==> src/rtl/sdram_pkg.sv <==
// -----------------------------------------------------------------------------
// sdram_pkg
//   Shared definitions for the SDRAM requester arbiter.
//   - Controller command codes (2-bit cmd_req encoding).
//   - Arbiter FSM state encoding.
//   - Default read burst length.
//   Build option: SDRAM_ARB_FIXED_PRIO_EN (see sdram_arb_pick / sdram_arbiter).
// -----------------------------------------------------------------------------
package sdram_pkg;

  localparam logic [1:0] CMD_NOP = 2'b00;
  localparam logic [1:0] CMD_WRB = 2'b01;
  localparam logic [1:0] CMD_WRW = 2'b11;
  localparam logic [1:0] CMD_RD  = 2'b10;

  localparam int BL_DEFAULT = 4;

  typedef enum logic [1:0] {
    ST_IDLE  = 2'd0,
    ST_ISSUE = 2'd1,
    ST_RDATA = 2'd2
  } state_t;

endpackage

==> src/rtl/sdram_arb_pick.sv <==
// -----------------------------------------------------------------------------
// sdram_arb_pick
//   Combinational winner selection among pending requesters.
//   Ports:
//     req_vec   in   NPORT   one bit per requester, 1 = command pending
//     ptr       in   PW      last granted port (round-robin build only)
//     win_idx   out  PW      index of the selected requester
//     any_valid out  1       at least one requester is pending
//   Build option SDRAM_ARB_FIXED_PRIO_EN:
//     defined   -> lowest index wins, no pointer port
//     undefined -> search starts at ptr+1 and wraps to 0
// -----------------------------------------------------------------------------
module sdram_arb_pick #(
  parameter int NPORT = 3,
  parameter int PW    = 2
) (
  input  logic [NPORT-1:0] req_vec,
`ifndef SDRAM_ARB_FIXED_PRIO_EN
  input  logic [PW-1:0]    ptr,
`endif
  output logic [PW-1:0]    win_idx,
  output logic             any_valid
);

  always_comb begin
    int cand;
    cand      = 0;
    win_idx   = '0;
    any_valid = 1'b0;
`ifdef SDRAM_ARB_FIXED_PRIO_EN
    // Walk from highest to lowest so the lowest pending index is written last.
    for (int i = NPORT - 1; i >= 0; i--) begin
      if (req_vec[i]) begin
        win_idx   = PW'(i);
        any_valid = 1'b1;
      end
    end
`else
    // Walk the rotated order backwards: the candidate closest after ptr is
    // written last and therefore wins. k = NPORT lands on ptr itself, so the
    // last-granted port only wins when nobody else is pending.
    for (int k = NPORT; k >= 1; k--) begin
      cand = (int'(ptr) + k) % NPORT;
      if (req_vec[cand]) begin
        win_idx   = PW'(cand);
        any_valid = 1'b1;
      end
    end
`endif
  end

endmodule

==> src/rtl/sdram_arbiter.sv <==
// -----------------------------------------------------------------------------
// sdram_arbiter
//   Shares one SDRAM controller command port between NPORT requesters.
//   A pending request is picked in IDLE, registered onto mem_*, held until the
//   controller acks, and for reads the BL data beats are steered back to the
//   owning port only.
//   Ports:
//     clk, reset         clock / synchronous active-high reset
//     rq_req/mask/addr/din  packed per-port command (port p at slice p)
//     rq_ack             one-hot accept pulse to the owner (follows mem_ack)
//     rq_dout/rq_valid   read data broadcast, one-hot beat qualifier
//     mem_req/mask/addr/din  registered command to the controller
//     mem_ack, mem_dout, mem_valid  controller responses
//   Build option SDRAM_ARB_FIXED_PRIO_EN: fixed priority (port 0 highest)
//   instead of round-robin; the round-robin pointer is then not built.
// -----------------------------------------------------------------------------
module sdram_arbiter
  import sdram_pkg::*;
#(
  parameter int NPORT  = 3,
  parameter int ADDR_W = 32,
  parameter int BL     = BL_DEFAULT
) (
  input  logic                  clk,
  input  logic                  reset,
  input  logic [2*NPORT-1:0]    rq_req,
  input  logic [2*NPORT-1:0]    rq_mask,
  input  logic [ADDR_W*NPORT-1:0] rq_addr,
  input  logic [16*NPORT-1:0]   rq_din,
  output logic [NPORT-1:0]      rq_ack,
  output logic [15:0]           rq_dout,
  output logic [NPORT-1:0]      rq_valid,
  output logic [1:0]            mem_req,
  output logic [1:0]            mem_mask,
  output logic [ADDR_W-1:0]     mem_addr,
  output logic [15:0]           mem_din,
  input  logic                  mem_ack,
  input  logic [15:0]           mem_dout,
  input  logic                  mem_valid
);

  localparam int PW = $clog2(NPORT);
  localparam int BW = $clog2(BL + 1);

  state_t            state_q,    state_d;
  logic [1:0]        mem_req_q,  mem_req_d;
  logic [1:0]        mem_mask_q, mem_mask_d;
  logic [ADDR_W-1:0] mem_addr_q, mem_addr_d;
  logic [15:0]       mem_din_q,  mem_din_d;
  logic [PW-1:0]     owner_q,    owner_d;
  logic [BW-1:0]     beat_q,     beat_d;
`ifndef SDRAM_ARB_FIXED_PRIO_EN
  logic [PW-1:0]     ptr_q,      ptr_d;
`endif

  logic [NPORT-1:0]  req_vec;
  logic [PW-1:0]     win_idx;
  logic              any_valid;
  int                sel;
  logic              ack_ok;
  logic              valid_ok;

  // Any nonzero command slice counts as a pending request.
  for (genvar gi = 0; gi < NPORT; gi++) begin : g_req
    assign req_vec[gi] = |rq_req[2*gi +: 2];
  end

  sdram_arb_pick #(
    .NPORT (NPORT),
    .PW    (PW)
  ) u_pick (
    .req_vec   (req_vec),
`ifndef SDRAM_ARB_FIXED_PRIO_EN
    .ptr       (ptr_q),
`endif
    .win_idx   (win_idx),
    .any_valid (any_valid)
  );

  assign sel = int'(win_idx);

  // State register (FSM state plus the command / bookkeeping it owns).
  always_ff @(posedge clk) begin
    if (reset) begin
      state_q    <= ST_IDLE;
      mem_req_q  <= CMD_NOP;
      mem_mask_q <= '0;
      mem_addr_q <= '0;
      mem_din_q  <= '0;
      owner_q    <= '0;
      beat_q     <= '0;
`ifndef SDRAM_ARB_FIXED_PRIO_EN
      ptr_q      <= PW'(NPORT - 1);
`endif
    end else begin
      state_q    <= state_d;
      mem_req_q  <= mem_req_d;
      mem_mask_q <= mem_mask_d;
      mem_addr_q <= mem_addr_d;
      mem_din_q  <= mem_din_d;
      owner_q    <= owner_d;
      beat_q     <= beat_d;
`ifndef SDRAM_ARB_FIXED_PRIO_EN
      ptr_q      <= ptr_d;
`endif
    end
  end

  // Next-state logic.
  always_comb begin
    state_d    = state_q;
    mem_req_d  = mem_req_q;
    mem_mask_d = mem_mask_q;
    mem_addr_d = mem_addr_q;
    mem_din_d  = mem_din_q;
    owner_d    = owner_q;
    beat_d     = beat_q;
`ifndef SDRAM_ARB_FIXED_PRIO_EN
    ptr_d      = ptr_q;
`endif
    unique case (state_q)
      ST_IDLE: begin
        if (any_valid) begin
          mem_req_d  = rq_req[2*sel +: 2];
          mem_mask_d = rq_mask[2*sel +: 2];
          mem_addr_d = rq_addr[ADDR_W*sel +: ADDR_W];
          mem_din_d  = rq_din[16*sel +: 16];
          owner_d    = win_idx;
          state_d    = ST_ISSUE;
        end
      end
      ST_ISSUE: begin
        // mem_req_q still holds the command on the ack edge, so it decides
        // whether a data phase follows.
        if (mem_ack) begin
          mem_req_d = CMD_NOP;
`ifndef SDRAM_ARB_FIXED_PRIO_EN
          ptr_d     = owner_q;
`endif
          if (mem_req_q == CMD_RD) begin
            state_d = ST_RDATA;
            beat_d  = '0;
          end else begin
            state_d = ST_IDLE;
          end
        end
      end
      ST_RDATA: begin
        if (mem_valid) begin
          beat_d = beat_q + 1'b1;
          if (beat_q == BW'(BL - 1)) begin
            state_d = ST_IDLE;
          end
        end
      end
      default: begin
        state_d = ST_IDLE;
      end
    endcase
  end

  // Output logic: responses are only forwarded in the phase that expects them.
  always_comb begin
    ack_ok   = 1'b0;
    valid_ok = 1'b0;
    if (state_q == ST_ISSUE) begin
      ack_ok = mem_ack;
    end
    if (state_q == ST_RDATA) begin
      valid_ok = mem_valid;
    end
  end

  for (genvar gi = 0; gi < NPORT; gi++) begin : g_resp
    assign rq_ack[gi]   = ack_ok   && (owner_q == PW'(gi));
    assign rq_valid[gi] = valid_ok && (owner_q == PW'(gi));
  end

  assign rq_dout  = mem_dout;
  assign mem_req  = mem_req_q;
  assign mem_mask = mem_mask_q;
  assign mem_addr = mem_addr_q;
  assign mem_din  = mem_din_q;

endmodule

==> config.mk <==
export PLATFORM = sky130hd
export DESIGN_NAME = sdram_arbiter
export DESIGN_NICKNAME = d
export VERILOG_FILES = /design/src/rtl/sdram_pkg.sv /design/src/rtl/sdram_arb_pick.sv /design/src/rtl/sdram_arbiter.sv
export SDC_FILE = /design/constraint.sdc
export NUM_CORES = 1
export LEC_CHECK = 0
export ABC_AREA = 1
export CORE_MARGIN = 3
export CORE_UTILIZATION = 41
export DETAILED_ROUTE_END_ITERATION = 7
export PLACE_DENSITY = 0.87
export SLEW_MARGIN = 20
export SYNTH_ARGS = -nofsm -noshare
export SYNTH_HDL_FRONTEND = slang
export SYNTH_SLANG_ARGS = --single-unit
==> constraint.sdc <==
create_clock -name clk -period 4.7 [get_ports clk]
set_input_delay 0.47 -clock clk [delete_from_list [all_inputs] [get_ports clk]]
set_output_delay 0.47 -clock clk [all_outputs]
set_load 0.01 [all_outputs]
==> out/results.tsv <==
metric	value	unit
outcome	finished clean	
grt_max_degree	54	
ys_seq_area_share	29.2	%
worstHoldPathCells	2	
rr_startpoint	ptr_q[0]$_SDFFE_PP0P_	
nets	1028	
synthTopCellsByArea	dfxtp_1 (29%), nand2_1 (12%), a21oi_1 (12%)	
cp_max_fo	53	
synth_cells	673	
rsz0062_at_grt	no	
routedWlPerCell	14.0	µm
period_minus_slack	3040	ps
synth_area_per_cell	6.22	µm²
worst_pin_slew	938	ps
firstDrtPassIters	5	
rows	36	
cts_max_level	3	
grt_pass1_wl	22100	µm
cts_hold_buf	0	
drt-initial-drc-count	238	
clockBufferDepth	2	
fill_cells	869	
synthArstFlopShare	0	%
yosys.area.top_type	dfxtp_1	
clock_latency	340	ps
grt_usage	23.9	%
dieArea	11500	µm²
synth_seq_cells	61	
crit_type	reg2reg	
critPathArrivalTime	3310	ps
grt_pass1_vias	4618	
start_util	42.4	%
die_h	107	µm
yosysMostFrequentCell	nand2_1	
syn_area	4190	µm²
synth_cell_types	31	
cts_buffers	9	
fmaxAchievable	329	MHz
ctsResizeCount	0	
antenna_found_initial	0	
tns	0	ps
multi_input_area	2130	µm²
p_leak	0.00292	µW
synth_ff_type	dfxtp_1	
ys_warn_count	0	
synth_edf_count	0	
slew_viol_final	0	
via_per_inst	4.92	
totalWireLength	13800	µm
vias	4847	
fin_hold_ws	489	ps
syn_to_final_growth	52.7	%
die_w	107	µm
clkTransAtPathRegs	70	ps
num_antenna_cells	0	
hold_class	reg2reg	
hold_start	beat_q[2]$_SDFFE_PP0P_	
gp_congestion	0.864	
r2r_cells	14	
relSlewSlack	37.5	%
cts_tree	built	
io_pins	250	
min_to	beat_q[2]$_SDFFE_PP0P_	
cts_setup_buffers	0	
fin_crit_sh	64.7	%
hpwl	9850	µm
finClkSkew	11.4	ps
required	4970	ps
cts_sinks	61	
r2r-end	mem_addr[3]$_SDFFE_PP0P_	
cts-root-buf	clkbuf_8	
setup_viol	0	
syn-num-nets	853	
ant_nets	0	
reg2reg_slack	1660	ps
hold_violations	0	
power_density	472	nW/µm²
maxCapViolCount	0	
regArea	1220	µm²
drive_above_1_share	6.45	%
vdd_drop_max	224	µV
startpoint_type	register	
portBuffers	217	
gr-total-overflow	0	
drc	0	
synth_commonest_cells	nand2_1 (132), inv_1 (116), a21oi_1 (97), nand3_1 (86), dfxtp_1 (61)	
endpoint_kind	register	
core	9860	µm²
synth_top_cell_area_share	29.2	%
==> layer usage <==
layer	vias to the layer above	wire length, µm	track usage [%]
met5	-	0	0
li1	2449	-	-
met3	33	828	4.58
met1	2188	5730	29.4
met2	177	6900	40.8
met4	0	372	9.68
==> critical path: stages, from the launching register on <==
cell and delay [ps]:
dfxtp_1 360, inv_1 50, ha_1 350, inv_2 80, nand2_2 100, nand3_4 350
nand2_2 200, nor2_2 50, nand2_2 100, nand2_4 360, inv_4 580, nand2_1 100
nand2_1 90, nand2_1 60, a21oi_1 110
==> report_power, final <==
group | total [µW] | internal [µW] | switching [µW]
logic | 1720 | 753 | 972
clock network | 475 | 258 | 217
registers | 818 | 708 | 110
total | 3020 | 1720 | 1300
==> registers in the layout, summed over array words and instances (netlist names) <==
name / count
beat_q: 3
mem_addr: 32
state_q: 2
mem_din: 16
mem_mask: 2
mem_req: 2
ptr_q: 2
owner_q: 2
==> worst max path at each step <==
stage	end	slack, ps	startpoint	cells after the start
2_1_floorplan	mem_din[10]$_SDFFE_PP0P_	2790	ptr_q[0]$_SDFFE_PP0P_	11
3_3_place_gp	mem_addr[4]$_SDFFE_PP0P_	1360	rq_req[2]	8
3_5_place_dp	mem_addr[6]$_SDFFE_PP0P_	1290	rq_req[0]	11
4_1_cts	mem_mask[0]$_SDFFE_PP0P_	1600	ptr_q[0]$_SDFFE_PP0P_	13
5_1_grt	mem_addr[3]$_SDFFE_PP0P_	1250	ptr_q[0]$_SDFFE_PP0P_	14
6_report	mem_addr[3]$_SDFFE_PP0P_	1660	ptr_q[0]$_SDFFE_PP0P_	14
==> cells by family after synthesis <==
family	share of synthesized area [%]
AND/OR/NAND/NOR	33.1
flip-flops	29.2
AO/OA/AOI/OAI	16.7
buffers and inverters	19.8
adder cells (fa/ha/maj)	1.20
==> placed cells by master (no fill, tap or decap), types with 6 or more instances in the layout <==
cell type	n
a21oi_1	97
inv_2	6
nand3_1	86
nand2_1	132
clkdlybuf4s50_1	216
nor2_1	47
nand3_2	11
a21oi_2	7
inv_1	116
clkbuf_8	10
nor3_1	7
dfxtp_1	61
o21ai_0	19
==> area by class of cell <==
class	instances	area share [%]
clock inverter	4	0.744
multi-input combinational	432	33.4
timing repair buffer	220	34.6
clock buffer	12	2.27
inverter	124	7.32
sequential	61	19.1
tap	133	2.60
==> per-stage QoR <==
step	utilization (%)	cells	instance area (µm²)	power, µW	setup WS, ps
6_report	64.8	986	6390	3020	1660
5_1_grt	64.8	986	6390	3260	1250
4_1_cts	64.5	985	6360	3010	1600
3_5_place_dp	62.6	969	6170	2530	1290
3_3_place_gp	62.6	969	6170	2500	1360
2_1_floorplan	-	673	4190	1920	2790
Power figures use the tool's default switching activity.
